`src/rtl/ora_misr.sv`:
```
// ora_misr - output response analyser for the LBIST chain.
//
// Folds every valid CUT response word into a multiple-input signature
// register (MISR). The pattern generator's END flag closes the session; one
// cycle later the final signature is compared against GOLDEN and DONE/PASS
// are raised for the BIST controller.
//
// Ports:
//   clk        clock, all state changes on the rising edge
//   rst        synchronous active-high reset
//   START      single-cycle pulse, opens a session from IDLE or DONE
//   VALID      RESPONSE is to be compressed this cycle (RUN only)
//   RESPONSE   CUT output word, BITS wide
//   END        last-pattern flag from the pattern generator (RUN only)
//   SIGNATURE  current MISR contents
//   COUNT      responses compressed this session, saturating
//   BUSY       high in RUN and CHECK
//   DONE       high in DONE
//   PASS       signature matched GOLDEN, meaningful while DONE is high

module ora_misr #(
    parameter int unsigned       BITS   = 4,
    parameter logic [BITS-1:0]   POLY   = 4'b0011,
    parameter logic [BITS-1:0]   SEED   = '0,
    parameter logic [BITS-1:0]   GOLDEN = '0,
    parameter int unsigned       CNT_W  = 16
) (
    input  logic             clk,
    input  logic             rst,
    input  logic             START,
    input  logic             VALID,
    input  logic [BITS-1:0]  RESPONSE,
    input  logic             END,
    output logic [BITS-1:0]  SIGNATURE,
    output logic [CNT_W-1:0] COUNT,
    output logic             BUSY,
    output logic             DONE,
    output logic             PASS
);

    typedef enum logic [1:0] {
        StIdle,
        StRun,
        StCheck,
        StDone
    } state_t;

    state_t           r_state;
    logic [BITS-1:0]  r_sig;
    logic [CNT_W-1:0] r_cnt;
    logic             r_busy;
    logic             r_done;
    logic             r_pass;

    logic             w_fb;
    logic [BITS-1:0]  w_next_sig;
    logic [CNT_W-1:0] w_cnt_inc;

    // One MISR step: shift up, feed the top bit back into stage 0 and every
    // stage whose POLY bit is set, and XOR the response word in parallel.
    always_comb begin
        w_next_sig    = '0;
        w_fb          = r_sig[BITS-1];
        w_next_sig[0] = w_fb ^ RESPONSE[0];
        for (int i = 1; i < int'(BITS); i++) begin
            w_next_sig[i] = r_sig[i-1] ^ (POLY[i] & w_fb) ^ RESPONSE[i];
        end
    end

    // Counter sticks at all-ones rather than wrapping.
    always_comb begin
        w_cnt_inc = (&r_cnt) ? r_cnt : r_cnt + CNT_W'(1);
    end

    always_ff @(posedge clk) begin
        if (rst) begin
            r_state <= StIdle;
            r_sig   <= SEED;
            r_cnt   <= '0;
            r_busy  <= 1'b0;
            r_done  <= 1'b0;
            r_pass  <= 1'b0;
        end else begin
            case (r_state)
                StIdle: begin
                    // VALID and END are ignored here, START alone matters.
                    if (START) begin
                        r_sig   <= SEED;
                        r_cnt   <= '0;
                        r_busy  <= 1'b1;
                        r_state <= StRun;
                    end
                end
                StRun: begin
                    // A response coincident with END is still compressed.
                    if (VALID) begin
                        r_sig <= w_next_sig;
                        r_cnt <= w_cnt_inc;
                    end
                    if (END) begin
                        r_state <= StCheck;
                    end
                end
                StCheck: begin
                    r_pass  <= (r_sig == GOLDEN);
                    r_done  <= 1'b1;
                    r_busy  <= 1'b0;
                    r_state <= StDone;
                end
                StDone: begin
                    if (START) begin
                        r_done  <= 1'b0;
                        r_pass  <= 1'b0;
                        r_sig   <= SEED;
                        r_cnt   <= '0;
                        r_busy  <= 1'b1;
                        r_state <= StRun;
                    end
                end
                default: begin
                    r_state <= StIdle;
                end
            endcase
        end
    end

    assign SIGNATURE = r_sig;
    assign COUNT     = r_cnt;
    assign BUSY      = r_busy;
    assign DONE      = r_done;
    assign PASS      = r_pass;

endmodule

```
`config.mk`:
```
export PLATFORM = sky130hd
export DESIGN_NAME = ora_misr
export DESIGN_NICKNAME = d
export VERILOG_FILES = /design/src/rtl/ora_misr.sv
export SDC_FILE = /design/constraint.sdc
export NUM_CORES = 1
export LEC_CHECK = 0
export ABC_AREA = 1
export ABC_CLOCK_PERIOD_IN_PS = 4500
export BUFFER_PORTS_ARGS = -buffer_cell sky130_fd_sc_hd__buf_2
export CORE_AREA = 8 8 81 68
export DETAILED_ROUTE_END_ITERATION = 12
export DIE_AREA = 0 0 89 76
export SYNTH_ARGS = -nofsm -noshare
export SYNTH_HDL_FRONTEND = slang
export SYNTH_SLANG_ARGS = --single-unit
```
`constraint.sdc`:
```
create_clock -name clk -period 4.5 [get_ports clk]
set_input_delay 0.225 -clock clk [delete_from_list [all_inputs] [get_ports clk]]
set_output_delay 0.225 -clock clk [all_outputs]
set_load 0.01 [all_outputs]
```
==> flow_summary.html <==
<table>
<tr><th>Metric</th><th>Value</th></tr>
<tr><th colspan="2">Synthesis</th></tr>
<tr><td>Area fraction in compound gates after synthesis</td><td>0.104</td></tr>
<tr><td>Async SR Flop Fraction</td><td>0</td></tr>
<tr><td>Avg Inst Size Synth</td><td>approximately 6 um^2</td></tr>
<tr><td>Yosys cell types</td><td>28</td></tr>
<tr><td>Post-synthesis share of cell area spent on full adders, half adders and majority gates</td><td>0.0386</td></tr>
<tr><td>Dominant combinational cell family by area after synthesis</td><td>simple AND/OR/NAND/NOR gates</td></tr>
<tr><td>Share of synthesized area occupied by flip-flops and latches</td><td>0.309</td></tr>
<tr><td>Mapped Cells</td><td>approximately 260</td></tr>
<tr><td>Post-Synth XOR/XNOR Area</td><td>0.0216</td></tr>
<tr><td>Total standard cell area after synthesis</td><td>1620 um^2</td></tr>
<tr><td>Yosys top cell by area</td><td>sky130_fd_sc_hd__dfxtp_1</td></tr>
<tr><td>Leading cell types by total area after synthesis</td><td>sky130_fd_sc_hd__dfxtp_1 (31%), sky130_fd_sc_hd__nand2_1 (19%), sky130_fd_sc_hd__inv_1 (8.6%)</td></tr>
<tr><td>Post-synthesis net count</td><td>276</td></tr>
<tr><td>Ranking of synthesized cells by instance count</td><td>sky130_fd_sc_hd__nand2_1 (80), sky130_fd_sc_hd__inv_1 (37), sky130_fd_sc_hd__nor2_1 (37), sky130_fd_sc_hd__dfxtp_1 (25)</td></tr>
<tr><td>Warning count from the yosys run</td><td>0</td></tr>
<tr><td>Fraction of post-synthesis cell area in the top cell type by area</td><td>0.309</td></tr>
<tr><td>Area fraction in and, or, nand and nor cells after synthesis</td><td>0.409</td></tr>
<tr><td>Yosys reg bits</td><td>25</td></tr>
<tr><td>Multiplexer fraction of the synthesized cell area</td><td>0</td></tr>
<tr><td>Primary FF master, synth</td><td>sky130_fd_sc_hd__dfxtp_1</td></tr>
<tr><td>EDFF count, synth</td><td>0</td></tr>
<tr><td>Leading cell type by number of instances after synthesis</td><td>sky130_fd_sc_hd__nand2_1</td></tr>
<tr><th colspan="2">Pwr</th></tr>
<tr><td>Maximum vdd ir drop</td><td>just over 0.2 mV</td></tr>
<tr><td>Leakage power of the design</td><td>0.882 nW</td></tr>
<tr><td>Tot Pwr</td><td>between 700 and 800 uW</td></tr>
<tr><td>Cell Pwr Density</td><td>394 nW/um^2</td></tr>
<tr><th colspan="2">Critical path</th></tr>
<tr><td>Worst-case reg-to-reg path depth</td><td>10</td></tr>
<tr><td>Setup Crit Path Kind</td><td>flop to flop</td></tr>
<tr><td>CP Capture Type</td><td>flop</td></tr>
<tr><td>Data arrival time of the critical path</td><td>2.61 ns</td></tr>
<tr><td>Capture instance of the worst register-to-register path</td><td>COUNT[13]</td></tr>
<tr><td>Req. time, crit path</td><td>~4.7 ns</td></tr>
<tr><td>Setup slack, reg-to-reg</td><td>2.06 ns</td></tr>
<tr><td>Capture point of the critical path</td><td>COUNT[13]</td></tr>
<tr><td>Kind of start point of the critical path</td><td>flop</td></tr>
<tr><td>Worst setup path startpoint</td><td>r_state[0]</td></tr>
<tr><td>R2r startpoint</td><td>r_state[0]</td></tr>
<tr><td>Worst path cell trace</td><td>inv_1 -&gt; ha_1 -&gt; inv_2 -&gt; nor2_1 -&gt; a21oi_4 -&gt; inv_2 -&gt; nor2_2 -&gt; nand2_1 -&gt; nand2_1 -&gt; nor2_1</td></tr>
<tr><td>Maximum fanout count along the critical path</td><td>13</td></tr>
<tr><td>Slowest CP cell</td><td>sky130_fd_sc_hd__ha_1</td></tr>
<tr><td>Slowest stage delay, CP</td><td>0.44 ns</td></tr>
<tr><th colspan="2">GRT</th></tr>
<tr><td>Initial antenna violation count</td><td>0</td></tr>
<tr><td>GR Util All Layers</td><td>0.122</td></tr>
<tr><td>Residual overflow from global routing</td><td>0</td></tr>
<tr><td>First-pass GRT wire length</td><td>6760 um</td></tr>
<tr><td>Vias in the first global route</td><td>1,419</td></tr>
<tr><td>Maximum number of pins on one net before global-route repair</td><td>15</td></tr>
<tr><th colspan="2">Timing</th></tr>
<tr><td>Worst Max-Slew Pin Slew</td><td>0.461 ns</td></tr>
<tr><td>Tmin final</td><td>2.44 ns</td></tr>
<tr><td>Maximum clock skew at final layout</td><td>between 0.005 and 0.006 ns</td></tr>
<tr><td>Final hold vios</td><td>0</td></tr>
<tr><td>Final Setup Violations</td><td>0</td></tr>
<tr><td>Setup slack after layout</td><td>2.06 ns</td></tr>
<tr><td>Fmax</td><td>around 0.41 GHz</td></tr>
<tr><td>Setup TNS after final layout</td><td>0 ns</td></tr>
<tr><td>Normalized max-slew margin</td><td>0.693</td></tr>
<tr><td>Unrepaired setup endpoints after global routing</td><td>false</td></tr>
<tr><td>Share of the cycle needed by the critical path after routing</td><td>0.543</td></tr>
<tr><td>Count of pins over their slew limit</td><td>0</td></tr>
<tr><th colspan="2">Finish</th></tr>
<tr><td>Antenna Cells</td><td>0</td></tr>
<tr><td>End-of-flow core utilization</td><td>0.426</td></tr>
<tr><td>Synthesis-to-layout area growth</td><td>14.4%</td></tr>
<tr><td>Fraction of layout cells with a size suffix above 1</td><td>0.175</td></tr>
<tr><td>Nets@finish</td><td>a little over 300</td></tr>
<tr><th colspan="2">CTS</th></tr>
<tr><td>Clock latency on the worst-skew pair</td><td>0.27 ns</td></tr>
<tr><td>Clock buffer count from CTS</td><td>3</td></tr>
<tr><td>Clock-pin slew of the registers on the worst-case setup and hold paths</td><td>0.09 ns</td></tr>
<tr><td>Post-cts resize count</td><td>0</td></tr>
<tr><td>CTS sink cnt</td><td>25</td></tr>
<tr><td>Clock tree root buffer cell</td><td>sky130_fd_sc_hd__clkbuf_8</td></tr>
<tr><td>Number of buffers added to fix hold violations after cts</td><td>0</td></tr>
<tr><td>Number of post-CTS setup repair buffers</td><td>0</td></tr>
<tr><td>Htree depth</td><td>1</td></tr>
<tr><td>Maximum number of buffers from clock root to sink</td><td>2</td></tr>
<tr><td>CTS tree</td><td>built</td></tr>
<tr><th colspan="2">Die</th></tr>
<tr><td>DIE HEIGHT</td><td>76 um</td></tr>
<tr><td>Initial standard-cell utilization of the core</td><td>0.373</td></tr>
<tr><td>Core box area</td><td>4350 um^2</td></tr>
<tr><td>Row count</td><td>22</td></tr>
<tr><td>Horiz. Die Dim</td><td>89 um</td></tr>
<tr><td>Die area</td><td>6760 um^2</td></tr>
<tr><td>Ports</td><td>32</td></tr>
<tr><th colspan="2">Drt</th></tr>
<tr><td>First-iteration detailed-routing DRC count</td><td>134</td></tr>
<tr><td>Vias after detailed routing</td><td>1,623</td></tr>
<tr><td>Final routed wire length divided by cell count</td><td>approximately 11 um</td></tr>
<tr><td>Via density</td><td>4.62</td></tr>
<tr><td>Residual DRC</td><td>0</td></tr>
<tr><td>First-pass DRT Iterations</td><td>4</td></tr>
<tr><td>Final antenna-violating net count</td><td>0</td></tr>
<tr><td>Routed wire length</td><td>approximately 4000 um</td></tr>
<tr><th colspan="2">Run</th></tr>
<tr><td>Max_cap viols</td><td>0</td></tr>
<tr><th colspan="2">Placed design</th></tr>
<tr><td>Total of buffers placed on input and output ports</td><td>31</td></tr>
<tr><td>Detailed placement HPWL</td><td>3040 um</td></tr>
<tr><td>Pre-CTS setup slack</td><td>2.08 ns</td></tr>
<tr><td>Weighted congestion at the end of routability-driven global placement</td><td>about 0.96</td></tr>
<tr><th colspan="2">Min path</th></tr>
<tr><td>Worst Hold Class</td><td>input pin to flop</td></tr>
<tr><th colspan="2">Run status</th></tr>
<tr><td>Status</td><td>finished, final reports clean</td></tr>
</table>
[cells by family (layout without fill, tap and decap cells)]
logic type,Yosys count,count (layout)
compound gates,29,29
xor+xnor,4,4
fa+ha+maj,5,5
buf+inv,45,74
flops,25,25
simple gates,154,154
[sequential cells by signal, summed over array words and instances, names as in the netlist]
register   cells
SIGNATURE      4
BUSY           1
r_state        2
PASS           1
COUNT         16
DONE           1
[power breakdown]
group | internal [mW] | switching [mW] | leakage (nW) | total, mW
Clock | 0.0620 | 0.0727 | 0.0255 | 0.135
Combinational | 0.101 | 0.228 | 0.654 | 0.330
Sequential | 0.245 | 0.0209 | 0.202 | 0.266
Total | 0.408 | 0.322 | 0.882 | 0.730
[per-stage QoR]
step	std cells	hold slack, ns	cell area [um^2]
floorplan	262	0.294	1620
global placement	347	0.443	1810
detailed placement	347	0.452	1810
CTS	351	0.230	1850
global route	351	0.240	1850
finish	351	0.234	1850
[routing by layer]
| layer | share of wire | up-vias | global-route usage |
|---|---|---|---|
| met5 | 0 | - | 0 |
| met4 | 0.0048 | 0 | 0.0199 |
| met3 | 0.073 | 2 | 0.0366 |
| met2 | 0.42 | 44 | 0.177 |
| met1 | 0.50 | 705 | 0.172 |
| li1 | - | 872 | - |
[how the worst min path moves through the flow]
stage                start            to  slack, ns  cells past startpoint
6_report       RESPONSE[1]  SIGNATURE[1]       0.23                      4
5_1_grt        RESPONSE[2]  SIGNATURE[2]       0.24                      4
4_1_cts        RESPONSE[1]  SIGNATURE[1]       0.23                      4
3_5_place_dp          DONE          DONE       0.45                      1
3_3_place_gp          DONE          DONE       0.44                      1
2_1_floorplan          rst  SIGNATURE[0]       0.29                      1
[layout make-up]
class	count	area (um^2)
inverter	39	146
timing repair buffer	31	155
sequential	25	500
tap	60	75.1
fill	501	2500
multi-input combinational	192	930
clock buffer	3	41.3
clock inverter	1	5.00
[critical path: cells and delay by family, from the launching register on]
family / cells / cell delay (ns)
and+or+nand+nor: 5 / 0.75
adders and majority gates: 1 / 0.44
DFF: 1 / 0.41
buffers and inverters: 3 / 0.40
AOI/OAI and AO/OA: 1 / 0.34
[layout by cell type (no fill, tap or decap)]
master / count
sky130_fd_sc_hd__nor4_1: 1
sky130_fd_sc_hd__a21oi_1: 18
sky130_fd_sc_hd__clkinv_2: 1
sky130_fd_sc_hd__o21ai_2: 1
sky130_fd_sc_hd__or2_2: 1
sky130_fd_sc_hd__nor2_2: 3
sky130_fd_sc_hd__clkbuf_8: 3
sky130_fd_sc_hd__nand3_1: 18
sky130_fd_sc_hd__ha_1: 5
sky130_fd_sc_hd__nand4_1: 4
sky130_fd_sc_hd__o21ai_0: 5
sky130_fd_sc_hd__nor3_1: 2
sky130_fd_sc_hd__nand3_2: 2
sky130_fd_sc_hd__nand2_2: 5
sky130_fd_sc_hd__buf_2: 31
sky130_fd_sc_hd__nand2_1: 80
sky130_fd_sc_hd__inv_1: 37
sky130_fd_sc_hd__o21bai_1: 2
sky130_fd_sc_hd__xor2_1: 3
sky130_fd_sc_hd__o22ai_1: 1
sky130_fd_sc_hd__inv_2: 2
sky130_fd_sc_hd__xnor2_1: 1
sky130_fd_sc_hd__nor3_4: 1
sky130_fd_sc_hd__o21a_1: 1
sky130_fd_sc_hd__nor2_1: 37
sky130_fd_sc_hd__a21oi_4: 1
sky130_fd_sc_hd__dfxtp_1: 25
Note: power is estimated with default switching activity, not from simulation.
